## src/rtl/watch_mode_ctrl.sv

```systemverilog
// rtl/watch_mode_ctrl.sv - front-panel button, mode and countdown-timer controller
//
// Purpose: debounces the five raw buttons, steps the display mode, runs the
// countdown timer state machine (SET/RUN/PAUSE/DONE) with its blinking alarm,
// emits one-cycle mode-gated command pulses, and registers the selected digit
// bus onto the shared display.
//
// Ports:
//   clk100MHz       system clock
//   rst_n           asynchronous active-low reset
//   tick_1s         one-cycle 1 Hz enable
//   btn_*           raw asynchronous buttons (mode, start, sec, tensec, min)
//   timer_zero      countdown datapath reads 00:00
//   clk/sw/tmr_digits  16-bit digit buses {tenmin,onemin,tensec,onesec}
//   sel             display mode 00 clock, 01 stopwatch, 10 timer
//   tmr_run         countdown enable (state RUN)
//   tmr_inc_*       one-cycle timer increment pulses
//   sw_toggle       one-cycle stopwatch run toggle
//   alarm           blinking alarm level while DONE
//   disp_digits     registered display bus
module watch_mode_ctrl #(
  parameter int         DEBOUNCE_CYCLES = 1_000_000,
  parameter int         ALARM_SECONDS   = 10,
  parameter logic [3:0] BLANK_CODE      = 4'hF
) (
  input  logic        clk100MHz,
  input  logic        rst_n,
  input  logic        tick_1s,
  input  logic        btn_mode,
  input  logic        btn_start,
  input  logic        btn_sec,
  input  logic        btn_tensec,
  input  logic        btn_min,
  input  logic        timer_zero,
  input  logic [15:0] clk_digits,
  input  logic [15:0] sw_digits,
  input  logic [15:0] tmr_digits,
  output logic [1:0]  sel,
  output logic        tmr_run,
  output logic        tmr_inc_sec,
  output logic        tmr_inc_tensec,
  output logic        tmr_inc_min,
  output logic        sw_toggle,
  output logic        alarm,
  output logic [15:0] disp_digits
);

  localparam int DCW = $clog2(DEBOUNCE_CYCLES + 1);
  localparam int ACW = $clog2(ALARM_SECONDS + 1);
  localparam logic [DCW-1:0] DB_LAST = DCW'(DEBOUNCE_CYCLES - 1);
  localparam logic [ACW-1:0] AL_LAST = ACW'(ALARM_SECONDS - 1);

  localparam logic [1:0] SEL_CLK = 2'b00;
  localparam logic [1:0] SEL_SW  = 2'b01;
  localparam logic [1:0] SEL_TMR = 2'b10;

  typedef enum logic [1:0] {ST_SET, ST_RUN, ST_PAUSE, ST_DONE} tmr_state_e;

  // Button vector order: 0 mode, 1 start, 2 sec, 3 tensec, 4 min.
  logic [4:0]     btn_raw;
  logic [4:0]     sync1_q, sync2_q, db_q, db_prev_q, arm_q;
  logic [DCW-1:0] db_cnt_q [5];
  logic [1:0]     settle_q;
  logic           settled;
  logic [4:0]     press;

  assign btn_raw = {btn_min, btn_tensec, btn_sec, btn_start, btn_mode};
  // The synchroniser holds reset values for two cycles; only after that does
  // sync2 reflect the real pin, so arming waits for it.
  assign settled = (settle_q == 2'd2);
  // arm_q blocks the press of a button that was already held at reset release.
  assign press   = db_q & ~db_prev_q & arm_q;

  always_ff @(posedge clk100MHz or negedge rst_n) begin
    if (!rst_n) begin
      sync1_q   <= '0;
      sync2_q   <= '0;
      db_q      <= '0;
      db_prev_q <= '0;
      arm_q     <= '0;
      settle_q  <= '0;
      for (int i = 0; i < 5; i++) db_cnt_q[i] <= '0;
    end else begin
      sync1_q   <= btn_raw;
      sync2_q   <= sync1_q;
      db_prev_q <= db_q;
      if (!settled) settle_q <= settle_q + 2'd1;
      for (int i = 0; i < 5; i++) begin
        if (settled && !sync2_q[i]) arm_q[i] <= 1'b1;
        if (sync2_q[i] == db_q[i]) begin
          db_cnt_q[i] <= '0;
        end else if (db_cnt_q[i] == DB_LAST) begin
          db_q[i]     <= sync2_q[i];
          db_cnt_q[i] <= '0;
        end else begin
          db_cnt_q[i] <= db_cnt_q[i] + DCW'(1);
        end
      end
    end
  end

  logic p_mode, p_start;
  assign p_mode  = press[0];
  assign p_start = press[1];

  tmr_state_e     state_q, state_d;
  logic           alarm_q, alarm_d;
  logic [ACW-1:0] acnt_q, acnt_d;
  logic [1:0]     sel_q, sel_d;
  logic           tmr_run_q;
  logic [2:0]     inc_q, inc_d;
  logic           sw_toggle_q, sw_toggle_d;
  logic [15:0]    disp_q, disp_d;
  logic           sel_tmr;
  logic           blank;

  assign sel_tmr = (sel_q == SEL_TMR);
  assign blank   = sel_tmr && (state_q == ST_DONE) && !alarm_q;

  always_comb begin
    state_d     = state_q;
    alarm_d     = alarm_q;
    acnt_d      = acnt_q;
    sel_d       = sel_q;
    inc_d       = '0;
    sw_toggle_d = 1'b0;
    disp_d      = clk_digits;

    case (state_q)
      ST_SET, ST_PAUSE: begin
        if (p_start && sel_tmr && !timer_zero) state_d = ST_RUN;
      end
      ST_RUN: begin
        if (timer_zero)               state_d = ST_DONE;
        else if (p_start && sel_tmr)  state_d = ST_PAUSE;
      end
      ST_DONE: begin
        // Acknowledge works from any mode; otherwise blink until timeout.
        if (p_start) begin
          state_d = ST_SET;
        end else if (tick_1s) begin
          if (acnt_q == AL_LAST) begin
            state_d = ST_SET;
          end else begin
            alarm_d = !alarm_q;
            acnt_d  = acnt_q + ACW'(1);
          end
        end
      end
      default: state_d = ST_SET;
    endcase

    if (state_d == ST_DONE && state_q != ST_DONE) begin
      alarm_d = 1'b1;
      acnt_d  = '0;
    end else if (state_d != ST_DONE) begin
      alarm_d = 1'b0;
      acnt_d  = '0;
    end

    // Increments are dropped when start arrives in the same cycle, so a
    // start+inc chord never edits the value being started.
    if (sel_tmr && (state_q == ST_SET || state_q == ST_PAUSE) && !p_start)
      inc_d = press[4:2];

    sw_toggle_d = p_start && (sel_q == SEL_SW) && (state_q != ST_DONE);

    if (p_mode) sel_d = (sel_q == SEL_TMR) ? SEL_CLK : sel_q + 2'd1;

    case (sel_q)
      SEL_SW:  disp_d = sw_digits;
      SEL_TMR: disp_d = blank ? {4{BLANK_CODE}} : tmr_digits;
      default: disp_d = clk_digits;
    endcase
  end

  always_ff @(posedge clk100MHz or negedge rst_n) begin
    if (!rst_n) begin
      state_q     <= ST_SET;
      alarm_q     <= 1'b0;
      acnt_q      <= '0;
      sel_q       <= SEL_CLK;
      tmr_run_q   <= 1'b0;
      inc_q       <= '0;
      sw_toggle_q <= 1'b0;
      disp_q      <= '0;
    end else begin
      state_q     <= state_d;
      alarm_q     <= alarm_d;
      acnt_q      <= acnt_d;
      sel_q       <= sel_d;
      tmr_run_q   <= (state_d == ST_RUN);
      inc_q       <= inc_d;
      sw_toggle_q <= sw_toggle_d;
      disp_q      <= disp_d;
    end
  end

  assign sel            = sel_q;
  assign tmr_run        = tmr_run_q;
  assign tmr_inc_sec    = inc_q[0];
  assign tmr_inc_tensec = inc_q[1];
  assign tmr_inc_min    = inc_q[2];
  assign sw_toggle      = sw_toggle_q;
  assign alarm          = alarm_q;
  assign disp_digits    = disp_q;

endmodule

```

## config.mk

```make
export PLATFORM = sky130hd
export DESIGN_NAME = watch_mode_ctrl
export DESIGN_NICKNAME = d
export VERILOG_FILES = /design/src/rtl/watch_mode_ctrl.sv
export SDC_FILE = /design/constraint.sdc
export NUM_CORES = 1
export LEC_CHECK = 0
export BUFFER_PORTS_ARGS = -buffer_cell sky130_fd_sc_hd__buf_2
export CAP_MARGIN = 20
export CELL_PAD_IN_SITES_DETAIL_PLACEMENT = 1
export CELL_PAD_IN_SITES_GLOBAL_PLACEMENT = 2
export CORE_ASPECT_RATIO = 1.2
export CORE_MARGIN = 5
export CORE_UTILIZATION = 34
export DETAILED_ROUTE_END_ITERATION = 16
export PLACE_DENSITY = 0.81
export SYNTH_ARGS = -nofsm -noshare
export SYNTH_HDL_FRONTEND = slang
export SYNTH_SLANG_ARGS = --single-unit
```

## constraint.sdc

```tcl
create_clock -name clk100MHz -period 2.06 [get_ports clk100MHz]
set_clock_uncertainty 0.15 [all_clocks]
set_input_delay 0.412 -clock clk100MHz [delete_from_list [all_inputs] [get_ports clk100MHz]]
set_output_delay 0.412 -clock clk100MHz [all_outputs]
set_load 0.01 [all_outputs]
```

==> results of run 1 <==
-- synth_stat cells (all sizes together) (2+ instances only) --
cell,number,share of area (%)
a21o,5,0.51
xnor2,30,3.6
nand4,28,2.4
o41ai,3,0.36
or2,3,0.26
nor2,96,4.9
and4b,2,0.27
xor2,38,4.6
and4,11,1.3
nor4b,4,0.48
ha,12,2.1
buf,4,0.43
dfrtp,157,54
nor3,8,0.55
nor4,11,0.94
o31ai,13,1.3
o21ai,29,2.1
a22oi,16,1.6
nand3b,5,0.51
and3,10,0.86
a21oi,47,3.2
or4,15,1.6
clkbuf,26,1.3
or3,24,2.1
nand2,39,2.0
inv,26,1.3
and2,6,0.51
mux2,4,0.62
nand3,39,2.7
or4b,3,0.41
-- repair_timing --
item / 4_1_cts / 5_1_grt
hold buffers: 6 / 0
resized for setup: 8 / 48
gates cloned: 0 / 3
setup endpoints to repair: 41 / 62
pin swaps: 0 / 14
setup buffers: 0 / 1
hold endpoints to repair: 39 / 0
-- path summary, 6_finish.rpt --
kind	to	slack [ps]	cells past startpoint
worst max-delay path	db_cnt_q[79]$_DFF_PN0_	-120	5
worst min-delay path	disp_digits[7]$_DFF_PN0_	80	3
worst max register to register	db_cnt_q[79]$_DFF_PN0_	-120	5
worst min register to register	sync2_q[1]$_DFF_PN0_	200	0
max in group asynchronous	db_cnt_q[57]$_DFF_PN0_	850	3
min in group asynchronous	db_cnt_q[88]$_DFF_PN0_	320	2
-- layout make-up --
cell class,count,share of cell area (%)
multi-input cells,511,35.57
well taps,270,3.630
flip-flops and latches,157,42.21
repair buffers,153,11.32
clock inverters,12,1.573
clock buffers,19,4.651
inverters,26,1.049
-- sequential cells by signal, indices dropped and copies added (netlist names) --
name,flops
sel,2
sw_toggle,1
inc_q,3
acnt_q,4
disp_digits,16
sync2_q,5
state_q,2
tmr_run,1
arm_q,5
sync1_q,5
db_cnt_q,100
db_q,5
alarm,1
settle_q,2
db_prev_q,5
-- metrics by stage --
stage	instances	cell area [um^2]
2_1_floorplan	724	7303
5_1_grt	1148	9308
6_report	1148	9308
4_1_cts	1144	9112
3_3_place_gp	1107	8447
3_5_place_dp	1107	8447
-- where the power goes --
part	internal, mW	switching (mW)	total (mW)	leakage, nW
Clock	1.89	1.25	3.14	0.279
Combinational	0.256	0.324	0.581	1.65
Sequential	3.20	0.100	3.30	2.07
Total	5.35	1.68	7.03	4.00
-- cell families (layout without fill, tap and decap cells) --
kind of cell               count (synthesis)  count (layout)  synth area share [%]
adders and majority gates                 12              12                 2.059
muxes                                      4               4                0.6176
AOI/OAI and AO/OA                        117             117                 9.676
DFF                                      157             157                 53.87
and+or+nand+nor                          310             310                 22.51
xor gates and xnor gates                  68              68                 8.166
buffers and inverters                     56             210                 3.105
-- critical path, cell delays in order, from the launching register on --
cell	delay, ps
dfrtp_1	380
or4bb_1	530
or4_4	570
o21ai_4	220
buf_8	180
a21oi_2	40
-- per-layer routing --
layer	share of wire, %	wire length, um	track usage, %
met1	43	7743	18.10
met2	50	8970	25.76
met3	4.6	818	3.035
met4	1.7	304	5.037
met5	0	0	0
==> results by group, run 1 <==
Yosys
  – Avg Synthesized Cell Area: roughly 10 um^2
  – FFs w/ async S/R, synth: 100.0%
  – Ys flop type: dfrtp_1
  – Post-synth cell types: 45
  – Ys Warns: 0
  – Cells after Synth: between 700 and 800
  – Post-synth EDFFs: 0
  – Syn Nets: a little under 800
  – Register area share after synthesis: ~54%
  – Area of the mapped netlist: roughly 7300 um^2
  – #FFs+latches synth: 157

STA
  – Hold Violations, Final: 0
  – Unrepaired setup endpoints after global routing: yes
  – Final worst setup slack: -123.7 ps
  – Post-layout min period: between 2000 and 2500 ps
  – Final Cycle Share: 106.0%
  – Setup Viol. Count Final: 40
  – Final Max Tran Viols: 0
  – Headroom to the max-slew limit: between 70 and 80%
  – Worst-Margin Slew: approximately 430 ps
  – TNS Setup: -3772 ps
  – Max Freq: ~0.46 GHz
  – Hold_ws: 82.07 ps

CTS
  – Later-pin clock latency in the skew report: roughly 420 ps
  – Clock tree sinks: 157
  – CTS tree: yes
  – Reg clk slew, reported paths: around 60 ps
  – CTS root buf: clkbuf_16
  – # H-tree levels: 4
  – CTS Buf Count: 17
  – CTS max path bufs: 2

Flow run
  – MaxCap Viol Count: 0

GRT
  – First-pass GRT wire length: approximately 29000 um
  – Pin count of the biggest net entering global routing: 44
  – Vias in the first global route: approximately 6000
  – Antenna violations before repair: 0
  – Overall Global Routing Usage: about 15%
  – Global route overflow: 0

Setup path
  – Startpoint types: flip-flop
  – Critical Path AT: 2330 ps
  – Crit. Startpoint: db_cnt_q[71]$_DFF_PN0_
  – RR Startpoint: db_cnt_q[71]$_DFF_PN0_
  – Worst EP required: 2200 ps
  – Setup CP Type: reg2reg
  – CP Max Fanout: 6
  – CP endpoint kind: flip-flop

Detailed routing
  – Pre-antenna DRT Iters: 4
  – Wire per inst: about 16 um
  – Final WL: 17840 um
  – DRC errors left: 0
  – DR vias: just under 6000
  – ANT nets after route: 0
  – Initial drt markers: about 180
  – Vias per cell: between 5 and 6

Hold path
  – Worst hold path type: in2reg
  – Hold path start: clk_digits[7]

Layout
  – Filler cells: about 2400
  – Most common cell after layout, fill and taps aside: dfrtp_1
  – Final cell utilization of the core: between 40 and 50%
  – N_diodes: 0
  – Register area: 3929 um^2
  – Ratio of cells with drive above 1 in the final layout: between 20% and 30%
  – Most frequent cells in the layout: dfrtp_1 (157), nor2_1 (80), buf_2 (79)
  – Area of the multi-input gates: 3311 um^2
  – # nets final: between 900 and 1000
  – Area Growth Syn to Fin: 27.62%

Placed design
  – Place WS: -110.4 ps
  – Final HPWL DP: about 13000 um
  – Gpl congestion: about 0.75
  – I/O Buffers: 80

Outcome
  – Status: finished, violations left
  – Failing checks: setup timing

Floorplan
  – Die X: about 140 um
  – I/O pin count: 81
  – Cell row count: 58
  – Die height: about 170 um
  – Core footprint: between 20000 and 25000 um^2
  – Area of the die: about 24000 um^2
  – Initial Util: 34.66%

Power
  – Static leakage power: 4.002 nW
  – Total Power: ~7.0 mW
  – Power per cell area: ~750 nW/um^2
  – Max IR drop VDD: 0.0005852 V
No activity file was read; power rests on OpenSTA's default activity.
==> run 2, diff against run 1 <==
--- a/config.mk
+++ b/config.mk
@@ -13,7 +13,7 @@
 export CORE_MARGIN = 5
 export CORE_UTILIZATION = 34
 export DETAILED_ROUTE_END_ITERATION = 16
-export PLACE_DENSITY = 0.81
+export PLACE_DENSITY_LB_ADDON = 0.1
 export SYNTH_ARGS = -nofsm -noshare
 export SYNTH_HDL_FRONTEND = slang
 export SYNTH_SLANG_ARGS = --single-unit
==> run 2 against run 1 <==
Compared with the run above: the run still ends with setup timing left; clock-buffer cell count increased by 3; cell count increased by 0.17%; non-clock buffer count increased by 2; worst hold slack improved by 0.65 ps; critical endpoint is now db_cnt_q[39]$_DFF_PN0_; core utilization decreased by 0.43 points; flip-flop and latch count unchanged; sequential share of layout area increased by 0.41 points; largest cell class unchanged; worst setup slack got worse by 7.6 ps; final area decreased by 0.97%; sequential power about the same; global-route usage increased by 0.87 points; combinational power decreased by 3%.
==> results by group, run 2 (synthesis results as in run 1) <==
CTS
  – Later-pin clock latency in the skew report: 430 ps
  – Clock tree sinks: 157
  – CTS root buf: clkbuf_16
  – CTS Buf Count: 17
  – CTS tree: yes
  – CTS max path bufs: 2
  – # H-tree levels: 4
  – Reg clk slew, reported paths: around 60 ps

Outcome
  – Failing checks: setup timing
  – Status: finished, violations left

Detailed routing
  – DRC errors left: 0
  – ANT nets after route: 0
  – DR vias: slightly below 6000
  – Initial drt markers: 170
  – Pre-antenna DRT Iters: 4
  – Wire per inst: between 15 and 20 um
  – Vias per cell: between 5 and 6
  – Final WL: about 18000 um

Placed design
  – Final HPWL DP: roughly 13000 um
  – I/O Buffers: 80
  – Placed cells: around 1100
  – Place WS: -159.9 ps
  – Gpl congestion: 0.7730

Hold path
  – Worst hold path type: in2reg

STA
  – Final Max Tran Viols: 0
  – Worst-Margin Slew: approximately 380 ps
  – Final Cycle Share: 106.4%
  – Post-layout min period: around 2200 ps
  – Hold_ws: between 80 and 90 ps
  – Unrepaired setup endpoints after global routing: yes
  – Setup Viol. Count Final: slightly above 40
  – Hold Violations, Final: 0
  – Headroom to the max-slew limit: 74.35%
  – Final worst setup slack: -131.3 ps
  – Max Freq: around 0.46 GHz

Power
  – Static leakage power: between 4 and 5 nW
  – Max IR drop VDD: roughly 0.00057 V
  – Power per cell area: ~760 nW/um^2

Setup path
  – Critical Path AT: roughly 2300 ps
  – Last element of the critical path: db_cnt_q[39]$_DFF_PN0_
  – Critical R2R Capture: db_cnt_q[39]$_DFF_PN0_
  – CP endpoint kind: flip-flop
  – Worst EP required: 2210 ps
  – RR Startpoint: db_cnt_q[33]$_DFF_PN0_
  – CP Max Fanout: 10
  – Setup CP Type: reg2reg
  – Crit. Startpoint: db_cnt_q[33]$_DFF_PN0_
  – Worst R2R Setup Slack: -130 ps
  – Startpoint types: flip-flop
  – R2r worst-path depth: 5

Layout
  – Most frequent cells in the layout: dfrtp_1 (157), nor2_1 (87), buf_2 (79)
  – Filler cells: ~2400
  – Largest Register: db_cnt_q
  – Post-route insts no fill: ~1200
  – N_diodes: 0
  – Max FFs per register: 100
  – Area of the multi-input gates: about 3200 um^2
  – Most common cell after layout, fill and taps aside: dfrtp_1
  – Register area: between 3000 and 4000 um^2
  – Area Growth Syn to Fin: 26.39%
  – Ratio of cells with drive above 1 in the final layout: between 20% and 30%
  – Final cell utilization of the core: between 40% and 50%
  – # nets final: about 940

GRT
  – Global route overflow: 0
  – Antenna violations before repair: 0
  – First-pass GRT wire length: 30950 um
  – Overall Global Routing Usage: around 16%
  – Pin count of the biggest net entering global routing: 46
  – Vias in the first global route: between 6000 and 7000

Floorplan
  – I/O pin count: 81
  – Area of the die: ~24000 um^2
  – Core footprint: around 21000 um^2
  – Initial Util: about a third
  – Die height: about 170 um
  – Cell row count: 58
  – Die X: between 100 and 150 um

Flow run
  – MaxCap Viol Count: 0
run 2: critical path, stage by stage (launching register included):
cell	delay [ps]
dfrtp_1	390
or4_4	530
or4_4	570
o21ai_4	230
buf_12	160
a21oi_1	40
run 2: how the worst min path moves through the flow:
| stage | from | endpoint | cells past startpoint |
|---|---|---|---|
| floorplan | rst_n | acnt_q[0]$_DFFE_PN0P_ | 0 |
| global placement | rst_n | disp_digits[7]$_DFF_PN0_ | 1 |
| detailed placement | rst_n | disp_digits[7]$_DFF_PN0_ | 1 |
| CTS | clk_digits[12] | disp_digits[12]$_DFF_PN0_ | 3 |
| global route | clk_digits[12] | disp_digits[12]$_DFF_PN0_ | 3 |
| finish | clk_digits[12] | disp_digits[12]$_DFF_PN0_ | 3 |
run 2: power by group:
part | leakage [nW] | internal [mW] | switching [mW]
sequential | 2.07 | 3.20 | 0.103
clock | 0.271 | 1.88 | 1.27
combinational | 1.66 | 0.243 | 0.323
total | 4.00 | 5.32 | 1.70
run 2: routing by layer:
layer / vias up / GRT usage (%) / share of wire, %
met5: - / 0 / 0
met4: 0 / 4.177 / 1.1
met3: 16 / 4.019 / 4.7
met2: 95 / 26.29 / 49
met1: 2917 / 20.04 / 45
li1: 2860 / - / -
run 2: through the flow:
stage,total power [mW],setup TNS (ps),area [um^2]
final,7.016,-4037,9218
after global routing,7.390,-6390,9218
after CTS,7.159,-4236,9146
after detailed placement,3.923,-5274,8454
after global placement,3.889,-3363,8454
after floorplan,3.622,-1049,7303
run 2: repair_timing:
item	4_1_cts	5_1_grt
setup endpoints to repair	41	60
endpoints found under the hold margin	29	0
buffers inserted	2	3
pin swaps	2	2
gates resized for setup	10	13
hold buffers	6	0
cloned	0	0
run 2: cell type report:
cell class	count	area share, %
clock inverters	9	1.208
inverters	26	1.059
repair buffers	155	11.43
clock buffers	22	5.145
well taps	270	3.665
flip-flops and latches	157	42.62
multi-input cells	511	34.87
